==> config.mk <==
export PLATFORM = sky130hd
export DESIGN_NAME = sram_kn_arb
export DESIGN_NICKNAME = d
export VERILOG_FILES = /design/src/rtl/sram_kn_arb_pkg.sv /design/src/rtl/sram_kn_tag_fifo.sv /design/src/rtl/sram_kn_arb.sv
export SDC_FILE = /design/constraint.sdc
export NUM_CORES = 1
export LEC_CHECK = 0
export CORE_AREA = 2 2 101 103
export CTS_CLUSTER_DIAMETER = 50
export CTS_CLUSTER_SIZE = 25
export DETAILED_ROUTE_END_ITERATION = 16
export DIE_AREA = 0 0 103 105
export DONT_BUFFER_PORTS = 1
export PLACE_DENSITY = 0.74
export SETUP_SLACK_MARGIN = 0.15
export SYNTH_ARGS = -nofsm -noshare
export SYNTH_HDL_FRONTEND = slang
export SYNTH_SLANG_ARGS = --single-unit
==> constraint.sdc <==
create_clock -name clk -period 4.82 [get_ports clk]
set_input_delay 1.446 -clock clk [delete_from_list [all_inputs] [get_ports clk]]
set_output_delay 1.446 -clock clk [all_outputs]
set_load 0.02 [all_outputs]
==> src/rtl/sram_kn_arb_pkg.sv <==
// Shared types and constants for the K x N SRAM arbiter.
// Port IDs and the packed command bundle registered onto the SRAM.
package sram_kn_arb_pkg;

    localparam int PORT_LOADER   = 0;
    localparam int PORT_CONSUMER = 1;

    localparam int KMAX_DEF   = 1024;
    localparam int N_DEF      = 8;
    localparam int DATA_W_DEF = 32;
    localparam int BYTE_W_DEF = DATA_W_DEF / 8;
    localparam int K_W_DEF    = (KMAX_DEF <= 1) ? 1 : $clog2(KMAX_DEF);
    localparam int N_W_DEF    = (N_DEF <= 1) ? 1 : $clog2(N_DEF);

    typedef struct packed {
        logic                  we;
        logic [K_W_DEF-1:0]    k;
        logic [N_W_DEF-1:0]    n;
        logic [DATA_W_DEF-1:0] wdata;
        logic [BYTE_W_DEF-1:0] wmask;
    } kn_cmd_t;

endpackage

==> src/rtl/sram_kn_tag_fifo.sv <==
// In-order FIFO of 1-bit requester IDs for reads in flight.
// An empty FIFO lets a same-cycle push pass straight to the pop side.
module sram_kn_tag_fifo #(
    parameter int DEPTH = 4,
    parameter int CNT_W = $clog2(DEPTH + 1)
) (
    input  logic             clk,
    input  logic             rst,
    input  logic             push,
    input  logic             push_id,
    input  logic             pop,
    output logic             pop_ok,
    output logic             pop_id,
    output logic             stray,
    output logic [CNT_W-1:0] count
);

    localparam int PTR_W = $clog2(DEPTH);

    logic [DEPTH-1:0] mem_q, mem_d;
    logic [PTR_W-1:0] wr_ptr_q, wr_ptr_d;
    logic [PTR_W-1:0] rd_ptr_q, rd_ptr_d;
    logic [CNT_W-1:0] cnt_q, cnt_d;
    logic             empty, wr, rd, bypass;

    // Push/pop bookkeeping, including the empty-FIFO bypass
    always_comb begin
        empty    = (cnt_q == '0);
        bypass   = empty && push && pop;
        wr       = push && !bypass;
        rd       = pop && !empty;
        pop_ok   = rd || bypass;
        pop_id   = empty ? push_id : mem_q[rd_ptr_q];
        stray    = pop && empty && !push;
        mem_d    = mem_q;
        wr_ptr_d = wr_ptr_q;
        rd_ptr_d = rd_ptr_q;
        if (wr) begin
            mem_d[wr_ptr_q] = push_id;
            wr_ptr_d        = wr_ptr_q + 1'b1;
        end
        if (rd) begin
            rd_ptr_d = rd_ptr_q + 1'b1;
        end
        cnt_d = cnt_q + CNT_W'(wr) - CNT_W'(rd);
    end

    // State registers with synchronous active-low reset
    always_ff @(posedge clk) begin
        if (!rst) begin
            mem_q    <= '0;
            wr_ptr_q <= '0;
            rd_ptr_q <= '0;
            cnt_q    <= '0;
        end else begin
            mem_q    <= mem_d;
            wr_ptr_q <= wr_ptr_d;
            rd_ptr_q <= rd_ptr_d;
            cnt_q    <= cnt_d;
        end
    end

    assign count = cnt_q;

endmodule

==> src/rtl/sram_kn_arb.sv <==
// Round-robin arbiter sharing one K x N SRAM between loader and consumer.
// Registers the winning command and routes read data back in issue order.
module sram_kn_arb
    import sram_kn_arb_pkg::*;
#(
    parameter int KMAX    = KMAX_DEF,
    parameter int N       = N_DEF,
    parameter int DATA_W  = DATA_W_DEF,
    parameter int BYTE_W  = DATA_W / 8,
    parameter int MAX_OUT = 4,
    parameter int K_W     = (KMAX <= 1) ? 1 : $clog2(KMAX),
    parameter int N_W     = (N <= 1) ? 1 : $clog2(N),
    parameter int CNT_W   = $clog2(MAX_OUT + 1)
) (
    input  logic              clk,
    input  logic              rst,
    input  logic              p0_valid,
    output logic              p0_ready,
    input  logic              p0_we,
    input  logic [K_W-1:0]    p0_k,
    input  logic [N_W-1:0]    p0_n,
    input  logic [DATA_W-1:0] p0_wdata,
    input  logic [BYTE_W-1:0] p0_wmask,
    output logic              p0_rsp_valid,
    output logic [DATA_W-1:0] p0_rsp_data,
    input  logic              p1_valid,
    output logic              p1_ready,
    input  logic              p1_we,
    input  logic [K_W-1:0]    p1_k,
    input  logic [N_W-1:0]    p1_n,
    input  logic [DATA_W-1:0] p1_wdata,
    input  logic [BYTE_W-1:0] p1_wmask,
    output logic              p1_rsp_valid,
    output logic [DATA_W-1:0] p1_rsp_data,
    output logic              x_en,
    output logic              x_re,
    output logic              x_we,
    output logic [K_W-1:0]    x_k,
    output logic [N_W-1:0]    x_n,
    output logic [DATA_W-1:0] x_wdata,
    output logic [BYTE_W-1:0] x_wmask,
    input  logic [DATA_W-1:0] x_rdata,
    input  logic              x_rvalid,
    output logic [CNT_W-1:0]  outstanding,
    output logic              err_stray
);

    logic             rd_room, elig0, elig1, acc, gnt_id;
    logic             push, pop_ok, pop_id, stray;
    logic [CNT_W-1:0] fifo_cnt;
    kn_cmd_t          sel_cmd, cmd_q, cmd_d;
    logic             issue_q, issue_d;
    logic             rr_last_q, rr_last_d;
    logic [1:0]       rsp_v_q, rsp_v_d;
    logic [DATA_W-1:0] rsp0_q, rsp0_d;
    logic [DATA_W-1:0] rsp1_q, rsp1_d;
    logic             err_q, err_d;

    // A returning read in this cycle frees a slot for a new read
    assign rd_room = (fifo_cnt < CNT_W'(MAX_OUT)) || x_rvalid;

    // Eligibility, round-robin grant and winning command select
    always_comb begin
        elig0  = rst && p0_valid && (p0_we || rd_room);
        elig1  = rst && p1_valid && (p1_we || rd_room);
        acc    = elig0 || elig1;
        gnt_id = 1'(PORT_LOADER);
        if (elig0 && elig1) begin
            gnt_id = ~rr_last_q;
        end else if (elig1) begin
            gnt_id = 1'(PORT_CONSUMER);
        end
        p0_ready = acc && (gnt_id == 1'(PORT_LOADER));
        p1_ready = acc && (gnt_id == 1'(PORT_CONSUMER));
        if (gnt_id == 1'(PORT_CONSUMER)) begin
            sel_cmd.we    = p1_we;
            sel_cmd.k     = p1_k;
            sel_cmd.n     = p1_n;
            sel_cmd.wdata = p1_wdata;
            sel_cmd.wmask = p1_wmask;
        end else begin
            sel_cmd.we    = p0_we;
            sel_cmd.k     = p0_k;
            sel_cmd.n     = p0_n;
            sel_cmd.wdata = p0_wdata;
            sel_cmd.wmask = p0_wmask;
        end
        push = acc && !sel_cmd.we;
    end

    // Next issued command and round-robin pointer
    always_comb begin
        rr_last_d = acc ? gnt_id : rr_last_q;
        issue_d   = acc;
        cmd_d     = '0;
        if (acc) begin
            cmd_d = sel_cmd;
            if (!sel_cmd.we) begin
                cmd_d.wdata = '0;
                cmd_d.wmask = '0;
            end
        end
    end

    sram_kn_tag_fifo #(
        .DEPTH (MAX_OUT),
        .CNT_W (CNT_W)
    ) u_tags (
        .clk     (clk),
        .rst     (rst),
        .push    (push),
        .push_id (gnt_id),
        .pop     (x_rvalid),
        .pop_ok  (pop_ok),
        .pop_id  (pop_id),
        .stray   (stray),
        .count   (fifo_cnt)
    );

    // Route returning read data to the port at the FIFO head
    always_comb begin
        rsp_v_d = '0;
        rsp0_d  = rsp0_q;
        rsp1_d  = rsp1_q;
        err_d   = err_q || stray;
        if (pop_ok) begin
            if (pop_id == 1'(PORT_CONSUMER)) begin
                rsp_v_d[1] = 1'b1;
                rsp1_d     = x_rdata;
            end else begin
                rsp_v_d[0] = 1'b1;
                rsp0_d     = x_rdata;
            end
        end
    end

    // State registers with synchronous active-low reset
    always_ff @(posedge clk) begin
        if (!rst) begin
            cmd_q     <= '0;
            issue_q   <= 1'b0;
            rr_last_q <= 1'b1;
            rsp_v_q   <= '0;
            rsp0_q    <= '0;
            rsp1_q    <= '0;
            err_q     <= 1'b0;
        end else begin
            cmd_q     <= cmd_d;
            issue_q   <= issue_d;
            rr_last_q <= rr_last_d;
            rsp_v_q   <= rsp_v_d;
            rsp0_q    <= rsp0_d;
            rsp1_q    <= rsp1_d;
            err_q     <= err_d;
        end
    end

    assign x_en         = issue_q;
    assign x_re         = issue_q && !cmd_q.we;
    assign x_we         = issue_q && cmd_q.we;
    assign x_k          = cmd_q.k;
    assign x_n          = cmd_q.n;
    assign x_wdata      = cmd_q.wdata;
    assign x_wmask      = cmd_q.wmask;
    assign p0_rsp_valid = rsp_v_q[0];
    assign p1_rsp_valid = rsp_v_q[1];
    assign p0_rsp_data  = rsp0_q;
    assign p1_rsp_data  = rsp1_q;
    assign outstanding  = fifo_cnt;
    assign err_stray    = err_q;

endmodule

# --- After elaboration in Yosys (flattened, before gate mapping) ---
# Cells that the tools add are included.
# Widths: inputs -> output; s select.
word_totals:
  mem_count: 0
  out_inout_bits: 124
  input_bits: 137
  ram_bits: 0
  latch_bits: 0
  mem_bits_ro: 0
  reg_bits: 130
op_classes:
  add_sub_neg: 4
  reduce_logical: 34
  n_bitwise: 3
  div_mod_pow: 0
  n_eq_ne: 0
  n_lt_le_gt_ge: 4
  n_mux: 11
  shifts: 0
  mul: 0
ops:
  columns: ["op", "count"]
  rows:
  - ["$mux 50", 1]
  - ["$logic_and 1x1->1", 17]
  - ["$reduce_and 2->1", 4]
  - ["$mux 1", 7]
  - ["$logic_or 1x1->1", 6]
  - ["$lt 2x3->1 const B", 2]
  - ["$logic_not 1->1", 5]
  - ["$add 2x1->2 const B", 2]
  - ["$bwmux 4", 1]
  - ["$add 3x1->3", 1]
  - ["$logic_not 3->1", 1]
  - ["$lt 3x3->1 const B", 1]
  - ["$not 1->1", 3]
  - ["$reduce_and 3->1", 1]
  - ["$sub 3x1->3", 1]
  - ["$bmux 1 s2", 1]
  - ["$demux 1 s2", 1]
  - ["$ge 2x1->1 const B", 1]

# --- Depth between registers and ports, before layout ---
# Gate-level depths: netlist of the first run.
logic_depth:
  ltp_word: 15
  ltp_mapped: 8
  mapped_depth_nobuf: 7

# --- Modules after synthesis ---
# From an unflattened synthesis of the first run, not the netlist that was laid out.
unflattened:
  hier_cells: 641
  area_unflattened_um2: 5119.9
modules_own_cells:
  columns: ["mod", "cells_each", "instances", "area_per_inst_um2", "seq_area_each_um2"]
  rows:
  - ["sram_kn_arb", 572, 1, 4500.6, 2382.3]
  - ["sram_kn_tag_fifo", 69, 1, 619.3, 220.2]

# --- Worst setup path before layout of the first run ---
# Ideal clock, no wire load.
synth_path:
  path_kind: "input -> output"
  start: "in x_rvalid"
  end: "out p0_ready"
  cell_stages: 4
  required_ns: 3.374
  arrival_time_ns: 2.436
  slack_ns: 0.938
  n_path_buf: 1
  path_cell_list: "buf_2 nor2b_1 a21boi_1 a21boi_0"
synth_between:
  elab_chain_cells: 7
  word_cells_on_any_way: 11
  classes_between: "mux (2); bitwise (1); reduce/logical (8)"
synth_rtl:
  columns: ["item", "line_no", "source"]
  rows:
  - ["from (decl)", "sram_kn_arb.sv:43", "input logic x_rvalid,"]
  - ["$logic_or 1x1->1 *", "sram_kn_arb.sv:60", "assign rd_room = (fifo_cnt < CNT_W'(MAX_OUT)) || x_rvalid;"]
  - ["$logic_or 1x1->1, on equally long branches", "sram_kn_arb.sv:65, sram_kn_arb.sv:64", null]
  - ["$logic_and 1x1->1, on equally long branches", "sram_kn_arb.sv:65, sram_kn_arb.sv:64", null]
  - ["$mux 1 or $logic_and 1x1->1 (tied branches)", "sram_kn_arb.sv:70, sram_kn_arb.sv:68", null]
  - ["$mux 1", "sram_kn_arb.sv:68", "if (elig0 && elig1) begin"]
  - ["$not 1->1", "sram_kn_arb.sv:73", "p0_ready = acc && (gnt_id == 1'(PORT_LOADER));"]
  - ["$logic_and 1x1->1 *", "sram_kn_arb.sv:73", null]
  - ["to (decl)", "sram_kn_arb.sv:18", "output logic p0_ready,"]
# Mark *: on every way between the ends. The rest lies on a longest branch, timed or not.

# --- Worst setup path in the final report of the first run ---
# Same ends and word-level chain as after synthesis.

==> results.yml, run 1 <==
clock_tree:
  clock-sinks: 130
  post_cts_buffers: 0
  insertion_delay_ns: 0.51
  cts_hold_buf: 0
  h-tree-depth: 4
  cts_buffers: 17
  clkTransAtPathRegs_ns: 0.06
  cts_tree: "done"
  cts-resized-gates: 0
  root_buffer: "clkbuf_8"
  clockBufferDepth: 2
placed_design:
  place_hpwl_mm: 8.94
  place_ws_ns: 0.913
  place_congestion: 0.806
  portBuffers: 0
logic_synthesis:
  synth_area_um2: 5420
  synthSimpleGateAreaFrac_pct: 17.6
  synth_top_cell_by_area: "dfxtp_1"
  synth_top_family_by_area: "simple AND/OR/NAND/NOR gates"
  netlist_instances: 611
  yosysSeqAreaShare_pct: 48.0
  synth_xor_area_share_pct: 0.646
  synth_top_area_share_pct: 48.0
  yosysWarnings: 0
  avgSynthCellArea_um2: 8.87
  synth_fa_ha_area_share_pct: 1.75
  syn-num-nets: 755
  ys_seq_elements: 130
  synth_area_leaders: "dfxtp_1, nand2_1, mux2i_1"
  synth.area.mux_share_pct: 13.0
  synthDistinctLibCells: 42
  synth_compound_area_share_pct: 7.89
finish:
  n_antenna_cell: 0
  final_cell_mix: "nand2_1, dfxtp_1, mux2i_1"
  syn2layout_area_growth_pct: 5.17
  nNetsFinal: 694
  drive_gt1_share_pct: 7.82
  multi_input_area_um2: 2220
  final_common_cell: "nand2_1"
  seq_area_um2: 2600
  nFillCells: 822
timing:
  hold_violations: 0
  rsz0062_at_grt: "false"
  fin_crit_sh_pct: 82.5
  drv_slew: 0
  fin_ws_ns: 0.842
  finClkSkew_ns: 0.00827
  tns_ns: 0
  fmax_mhz: 251
  setup_viol: 0
  fin_crit_ns: 3.98
  relSlewSlack_pct: 31.8
  tightest_slew_ns: 1.02
drt:
  drt-pass1-iter-count: 5
  ant_nets: 0
  drt_iter0_drc: 197
  vias: 3893
  wl_per_cell_um: 17.9
  viasPerCell: 5.59
  routed_wl_mm: 12.5
  drcViolationCount: 0
worst_hold_path:
  min_path_type: "reg2reg"
grt:
  track_usage_pct: 22.5
  grt_pass1_wl_mm: 18.7
  grt_overflow: 0
  grt_pass1_vias: 3677
  use_met3_pct: 8.56
  met2_usage_pct: 39.7
  met1_usage_pct: 23.4
  grt.busiest_layer: "met2"
  grt_max_degree: 121
  antenna_found_initial: 0
critical_path:
  path_delay_family: "compound AO/OA/AOI/OAI gates"
  cp.required_ns: 3.37
  crit_path_max_fanout: 11
  crit_arrival_ns: 2.53
  critical-path-max-stage-delay_ns: 0.60
  critPathCaptureType: "output port"
  start_kind: "input pin"
  critical_path.cell_chain: "nor2b_1 > a21boi_1 > a21boi_0"
  critPathBufInv: 0
  crit_slowest_cell: "a21boi_0"
  path_class: "in2out"
run_status:
  status: "complete, no violations"
power:
  power_density_nw_per_um2: 557
  cellLeakagePower_nw: 2.54
  max-vdd-ir-drop_v: 0.000283
floorplan:
  fp-row-count: 36
  die-area_um2: 10800
  die_h_um: 105
  start_util_pct: 56.2
  ios: 261
  die_width_um: 103
  design.core.area_um2: 9640
job:
  max_cap_violations: 0
## layer usage
metal,part of all wire [%],vias to the layer above
li1,-,1825
met1,37,1858
met2,53,183
met3,8.0,27
met4,2.4,0
met5,0,-
## logic make-up (layout without fill, tap and decap cells)
family / count (synthesis) / in the layout
AND/OR/NAND/NOR: 235 / 235
flip-flops: 130 / 130
buffers and inverters: 96 / 48
AO/OA/AOI/OAI: 70 / 70
multiplexers: 69 / 69
adder cells (fa/ha/maj): 7 / 7
XOR/XNOR: 4 / 4
## stage by stage
stage,power [W],utilization (%),hold WS [ns],area (um2),instances
detailed placement,0.00185,52.6,0.456,5070,664
finish,0.00318,59.1,0.465,5700,696
global placement,0.00183,52.6,0.446,5070,664
global route,0.00332,59.1,0.484,5700,696
floorplan,0.00181,-,0.435,5420,611
CTS,0.00320,59.1,0.463,5700,696
## cells in the mapped netlist
master / n
a21boi_0: 1
a21boi_1: 1
a21o_1: 1
a21oi_1: 53
a22oi_1: 1
a22oi_4: 1
a31oi_1: 1
a32o_1: 2
a32oi_1: 1
and2_1: 4
and3_1: 2
and3b_1: 2
and4b_1: 1
buf_2: 9
buf_4: 49
buf_6: 6
clkbuf_1: 20
dfxtp_1: 130
fa_1: 1
ha_1: 6
inv_1: 9
inv_2: 3
mux2i_1: 68
mux4_2: 1
nand2_1: 204
nand2b_1: 2
nand3_1: 1
nand4_1: 5
nor2_1: 6
nor2b_1: 3
nor3_1: 2
nor3b_2: 1
nor4_1: 1
o21a_1: 2
o21ai_1: 1
o221ai_4: 1
o22ai_1: 1
o31a_1: 1
o31ai_1: 2
or3_1: 1
xnor2_1: 3
xor2_1: 1
## state kept, by name, summed over array words and instances (netlist names)
signal,flops
x_k,10
cmd_q,1
rr_last_q,1
p1_rsp_data,32
u_tags.rd_ptr_q,2
x_n,3
u_tags.mem_q,4
rsp_v_q,2
p0_rsp_data,32
x_en,1
u_tags.count,3
err_stray,1
u_tags.wr_ptr_q,2
x_wmask,4
x_wdata,32
## where the power goes
group          internal (W)  switching [W]
registers           0.00119       0.000225
logic              0.000175       0.000231
clock network      0.000886       0.000467
total               0.00225       0.000923
## path summary, 6_finish.rpt
check | start | to | slack, ns | cells past startpoint
worst max-delay path | x_rvalid | p0_ready | 0.84 | 3
worst min-delay path | u_tags.mem_q[1] | u_tags.mem_q[1] | 0.46 | 2
worst max register to register | u_tags.count[2] | p1_rsp_data[18] | 2.29 | 7
worst min register to register | u_tags.mem_q[1] | u_tags.mem_q[1] | 0.46 | 2
## final cells by class
class | instances | share of cell area, %
flip-flops and latches | 130 | 45.7
clock inverters | 11 | 3.07
well taps | 133 | 2.92
repair buffers | 4 | 0.527
inverters | 12 | 0.790
multi-input cells | 385 | 39.0
clock buffers | 21 | 8.06
## tightest hold or removal path: cells and delay by family (launching register included)
family	cells	cell delay, ns
DFF	1	0.30
muxes	1	0.06
and+or+nand+nor	1	0.05
No activity file was read; power rests on OpenSTA's default activity.
==> run 2: changes to the inputs <==
PLACE_DENSITY = 0.77   (was 0.74)
clock period = 3.5 ns   (was 4.82 ns; I/O delays follow)
==> results.yml, run 2 (same netlist as run 1, synthesis figures left out) <==
run_status:
  status: "complete, no violations"
worst_hold_path:
  hold_depth: 2
  min_path_type: "reg2reg"
  whs_endpoint: "u_tags.mem_q[3]"
  hold_start: "u_tags.mem_q[3]"
clock_tree:
  insertion_delay_ns: 0.51
  clock-sinks: 130
  cts_buffers: 17
  clockBufferDepth: 2
  root_buffer: "clkbuf_8"
  cts_tree: "done"
  post_cts_buffers: 0
  cts_hold_buf: 0
  clkTransAtPathRegs_ns: 0.06
  h-tree-depth: 4
  cts-resized-gates: 0
timing:
  setup_viol: 0
  fin_crit_ns: 3.03
  tns_ns: 0
  fin_crit_sh_pct: 86.6
  fmax_mhz: 330
  relSlewSlack_pct: 62.2
  tightest_slew_ns: 0.567
  rsz0062_at_grt: "false"
  finClkSkew_ns: 0.00889
  drv_slew: 0
  hold_violations: 0
grt:
  met2_usage_pct: 39.6
  grt.busiest_layer: "met2"
  met1_usage_pct: 23.0
  grt_pass1_wl_mm: 18.3
  grt_overflow: 0
  antenna_found_initial: 0
  grt_max_degree: 121
  use_met3_pct: 8.23
  track_usage_pct: 22.1
  grt_pass1_vias: 3657
placed_design:
  portBuffers: 0
  place_hpwl_mm: 8.82
  place_congestion: 0.808
floorplan:
  die_h_um: 105
  fp-row-count: 36
  die_width_um: 103
  start_util_pct: 56.2
  ios: 261
  die-area_um2: 10800
  design.core.area_um2: 9640
critical_path:
  r2r_start: "u_tags.count[2]"
  critical_path.cell_chain: "nor2b_1 > a21boi_1 > a21boi_0 > buf_4"
  start_kind: "flip-flop"
  cp.required_ns: 2.45
  crit_slowest_cell: "dfxtp_1"
  critical-path-max-stage-delay_ns: 0.58
  reg2reg_slack_ns: 1.28
  r2r_cells: 6
  path_class: "reg2out"
  crit_arrival_ns: 1.98
  crit_path_max_fanout: 8
  critPathCaptureType: "output port"
  r2r-end: "x_k[8]"
drt:
  routed_wl_mm: 12.3
  wl_per_cell_um: 17.6
  viasPerCell: 5.46
  drt_iter0_drc: 239
  ant_nets: 0
  drt-pass1-iter-count: 4
  drcViolationCount: 0
  vias: 3811
finish:
  nNetsFinal: 697
  final_cell_mix: "nand2_1, dfxtp_1, mux2i_1"
  n_antenna_cell: 0
  multi_input_area_um2: 2220
  final_common_cell: "nand2_1"
  nFillCells: 831
  drive_gt1_share_pct: 8.32
  syn2layout_area_growth_pct: 5.08
  seq_area_um2: 2600
power:
  p_total_w: 0.00431
  max-vdd-ir-drop_v: 0.000463
  power_density_nw_per_um2: 756
  cellLeakagePower_nw: 2.54
job:
  max_cap_violations: 0
==> run 2: cell count changes in the layout (fill, tap and decap cells not counted) <==
cell	delta
buf_4	+3
bufinv_16	-1
clkbuf_1	-1
clkinv_4	-1
clkinvlp_4	+2
==> run 2: cell type report <==
class | count | area share (%)
Sequential cell | 130 | 45.7
Inverter | 12 | 0.791
Multi-Input combinational cell | 385 | 39.0
Clock buffer | 20 | 8.00
Clock inverter | 11 | 2.66
Tap cell | 133 | 2.92
Timing Repair Buffer | 7 | 0.923
==> run 2: worst max path at each step <==
stage,startpoint,to,depth (start not counted)
2_1_floorplan,x_rvalid,p0_ready,4
3_5_place_dp,rst,p0_ready,4
4_1_cts,u_tags.count[2],p0_ready,4
6_report,u_tags.count[2],p0_ready,4
3_3_place_gp,rst,p0_ready,4
5_1_grt,u_tags.count[2],p0_ready,4
==> run 2: critical path, delay by kind of cell (launching register included) <==
kind | cells | cell delay, ns
flops | 1 | 0.58
simple gates | 1 | 0.35
compound gates | 2 | 0.38
buf+inv | 1 | 0.17
==> run 2: power by group <==
| part | total (W) | internal, W | switching, W | leakage [nW] |
|---|---|---|---|---|
| combinational | 0.000563 | 0.000244 | 0.000319 | 1.19 |
| sequential | 0.00195 | 0.00164 | 0.000310 | 1.06 |
| clock | 0.00179 | 0.00114 | 0.000649 | 0.286 |
==> run 2: stage by stage <==
stage / setup slack [ns] / hold WS, ns / instance area (um2) / cells / util (%)
5_1_grt: 0.370 / 0.484 / 5700 / 698 / 59.1
6_report: 0.470 / 0.466 / 5700 / 698 / 59.1
2_1_floorplan: 0.410 / 0.435 / 5420 / 611 / -
3_3_place_gp: 0.641 / 0.445 / 5090 / 667 / 52.8
3_5_place_dp: 0.608 / 0.461 / 5090 / 667 / 52.8
4_1_cts: 0.453 / 0.473 / 5700 / 698 / 59.1
==> run 2: routing by layer <==
metal / wire length [um] / part of all wire, % / vias to the layer above
met3: 931 / 7.6 / 16
met2: 6650 / 54 / 164
met1: 4510 / 37 / 1802
met5: 0 / 0 / -
met4: 206 / 1.7 / 0
li1: - / - / 1829
==> run 3: changes to the inputs <==
CORE_AREA = unset   (was 2 2 101 103)
CORE_UTILIZATION = 43   (was unset)
DIE_AREA = unset   (was 0 0 103 105)
PLACE_DENSITY = 0.61   (was 0.77)
SETUP_SLACK_MARGIN = 0.5   (was 0.15)
clock period = 2.8 ns   (was 3.5 ns; I/O delays follow)
==> results.yml, run 3 (same netlist as run 1, synthesis figures left out) <==
clock_tree:
  h-tree-depth: 4
  insertion_delay_ns: 0.40
  clkTransAtPathRegs_ns: 0.05
  clockBufferDepth: 2
  root_buffer: "clkbuf_16"
  clock-sinks: 130
  cts_tree: "done"
  cts_buffers: 17
placed_design:
  place_ws_ns: 0.272
  place_congestion: 0.743
  portBuffers: 0
  place_hpwl_mm: 8.97
  post-place-cells: 704
floorplan:
  die_width_um: 114
  start_util_pct: 44.6
  ios: 261
  fp-row-count: 40
  die_h_um: 114
  die-area_um2: 13100
  design.core.area_um2: 12200
drt:
  drt_iter0_drc: 147
  routed_wl_mm: 12.5
  ant_nets: 0
  wl_per_cell_um: 16.9
  viasPerCell: 5.12
  drt-pass1-iter-count: 6
  drcViolationCount: 0
  vias: 3780
timing:
  tightest_slew_ns: 0.531
  hold_violations: 0
  rsz0062_at_grt: "true"
  fin_crit_sh_pct: 83.5
  drv_slew: 0
  relSlewSlack_pct: 64.6
  tns_ns: 0
  fmax_mhz: 428
  finClkSkew_ns: 0.00623
  setup_viol: 0
  fin_crit_ns: 2.34
  fin_ws_ns: 0.462
power:
  power_density_nw_per_um2: 914
  max-vdd-ir-drop_v: 0.000371
  p_total_w: 0.00532
  cellLeakagePower_nw: 2.60
finish:
  nNetsFinal: 703
  final_common_cell: "nand2_1"
  layoutNonFillerInstCount: 739
  final_cell_mix: "nand2_1, dfxtp_1, mux2i_1"
  syn2layout_area_growth_pct: 7.46
  fin_util_pct: 47.9
  n_antenna_cell: 0
  drive_gt1_share_pct: 10.2
critical_path:
  start_kind: "input pin"
  critPathCaptureType: "output port"
  crit_arrival_ns: 1.50
  cp.required_ns: 1.96
  crit_path_max_fanout: 11
  path_class: "in2out"
grt:
  antenna_found_initial: 0
  grt_pass1_vias: 3484
  grt_pass1_wl_mm: 18.3
  grt_overflow: 0
  track_usage_pct: 18.6
  grt_max_degree: 121
worst_hold_path:
  min_path_type: "reg2reg"
job:
  max_cap_violations: 0
run_status:
  status: "complete, no violations"
==> run 3: cell types whose count changed in the layout (fill, tap and decap cells not counted), sizes merged <==
cell,before,now
buf,7,13
clkinv,2,7
clkinvlp,4,1
inv,14,12
bufinv,3,2
clkbuf,20,21
==> run 3: area by class of cell <==
class / count / area, um2
Clock inverter: 10 / 110
Multi-Input combinational cell: 385 / 2260
Fill cell: 1166 / 6340
Inverter: 12 / 47.5
Timing Repair Buffer: 13 / 126
Clock buffer: 21 / 460
Sequential cell: 130 / 2610
Tap cell: 168 / 210
==> run 3: timing repair <==
item,CTS,global route
endpoints found under the setup margin,2,2
buffers inserted,2,2
resized for setup,11,2
pin swaps,3,0
hold buffers,0,0
==> run 3: worst paths after layout <==
kind,start,end,slack [ns],cells after the start
max,x_rvalid,p0_ready,0.46,4
max reg2reg,u_tags.count[1],u_tags.count[2],0.67,7
min,u_tags.mem_q[1],u_tags.mem_q[1],0.47,2
min reg2reg,u_tags.mem_q[1],u_tags.mem_q[1],0.47,2
==> run 3: report_power, final <==
part           internal (W)  leakage (nW)  switching, W
logic              0.000347          1.25      0.000422
clock network       0.00135         0.282      0.000772
registers           0.00206          1.06      0.000377
==> run 3: critical path: stages <==
cell and delay (ns):
nor3b_4 0.28, nor2_2 0.07, a21boi_2 0.17, buf_6 0.13
==> run 3: per-stage QoR <==
step | instance area, um2 | hold slack [ns]
final | 5820 | 0.467
after global routing | 5820 | 0.482
after CTS | 5800 | 0.469
after detailed placement | 5180 | 0.459
after global placement | 5180 | 0.445
after floorplan | 5440 | 0.435
==> run 3: routing by layer <==
metal	vias up	routed length (um)	global-route usage, %
met5	-	0	0
met4	0	131	6.75
met3	10	1030	8.21
met2	152	6600	33.5
met1	1772	4760	18.9
li1	1846	-	-
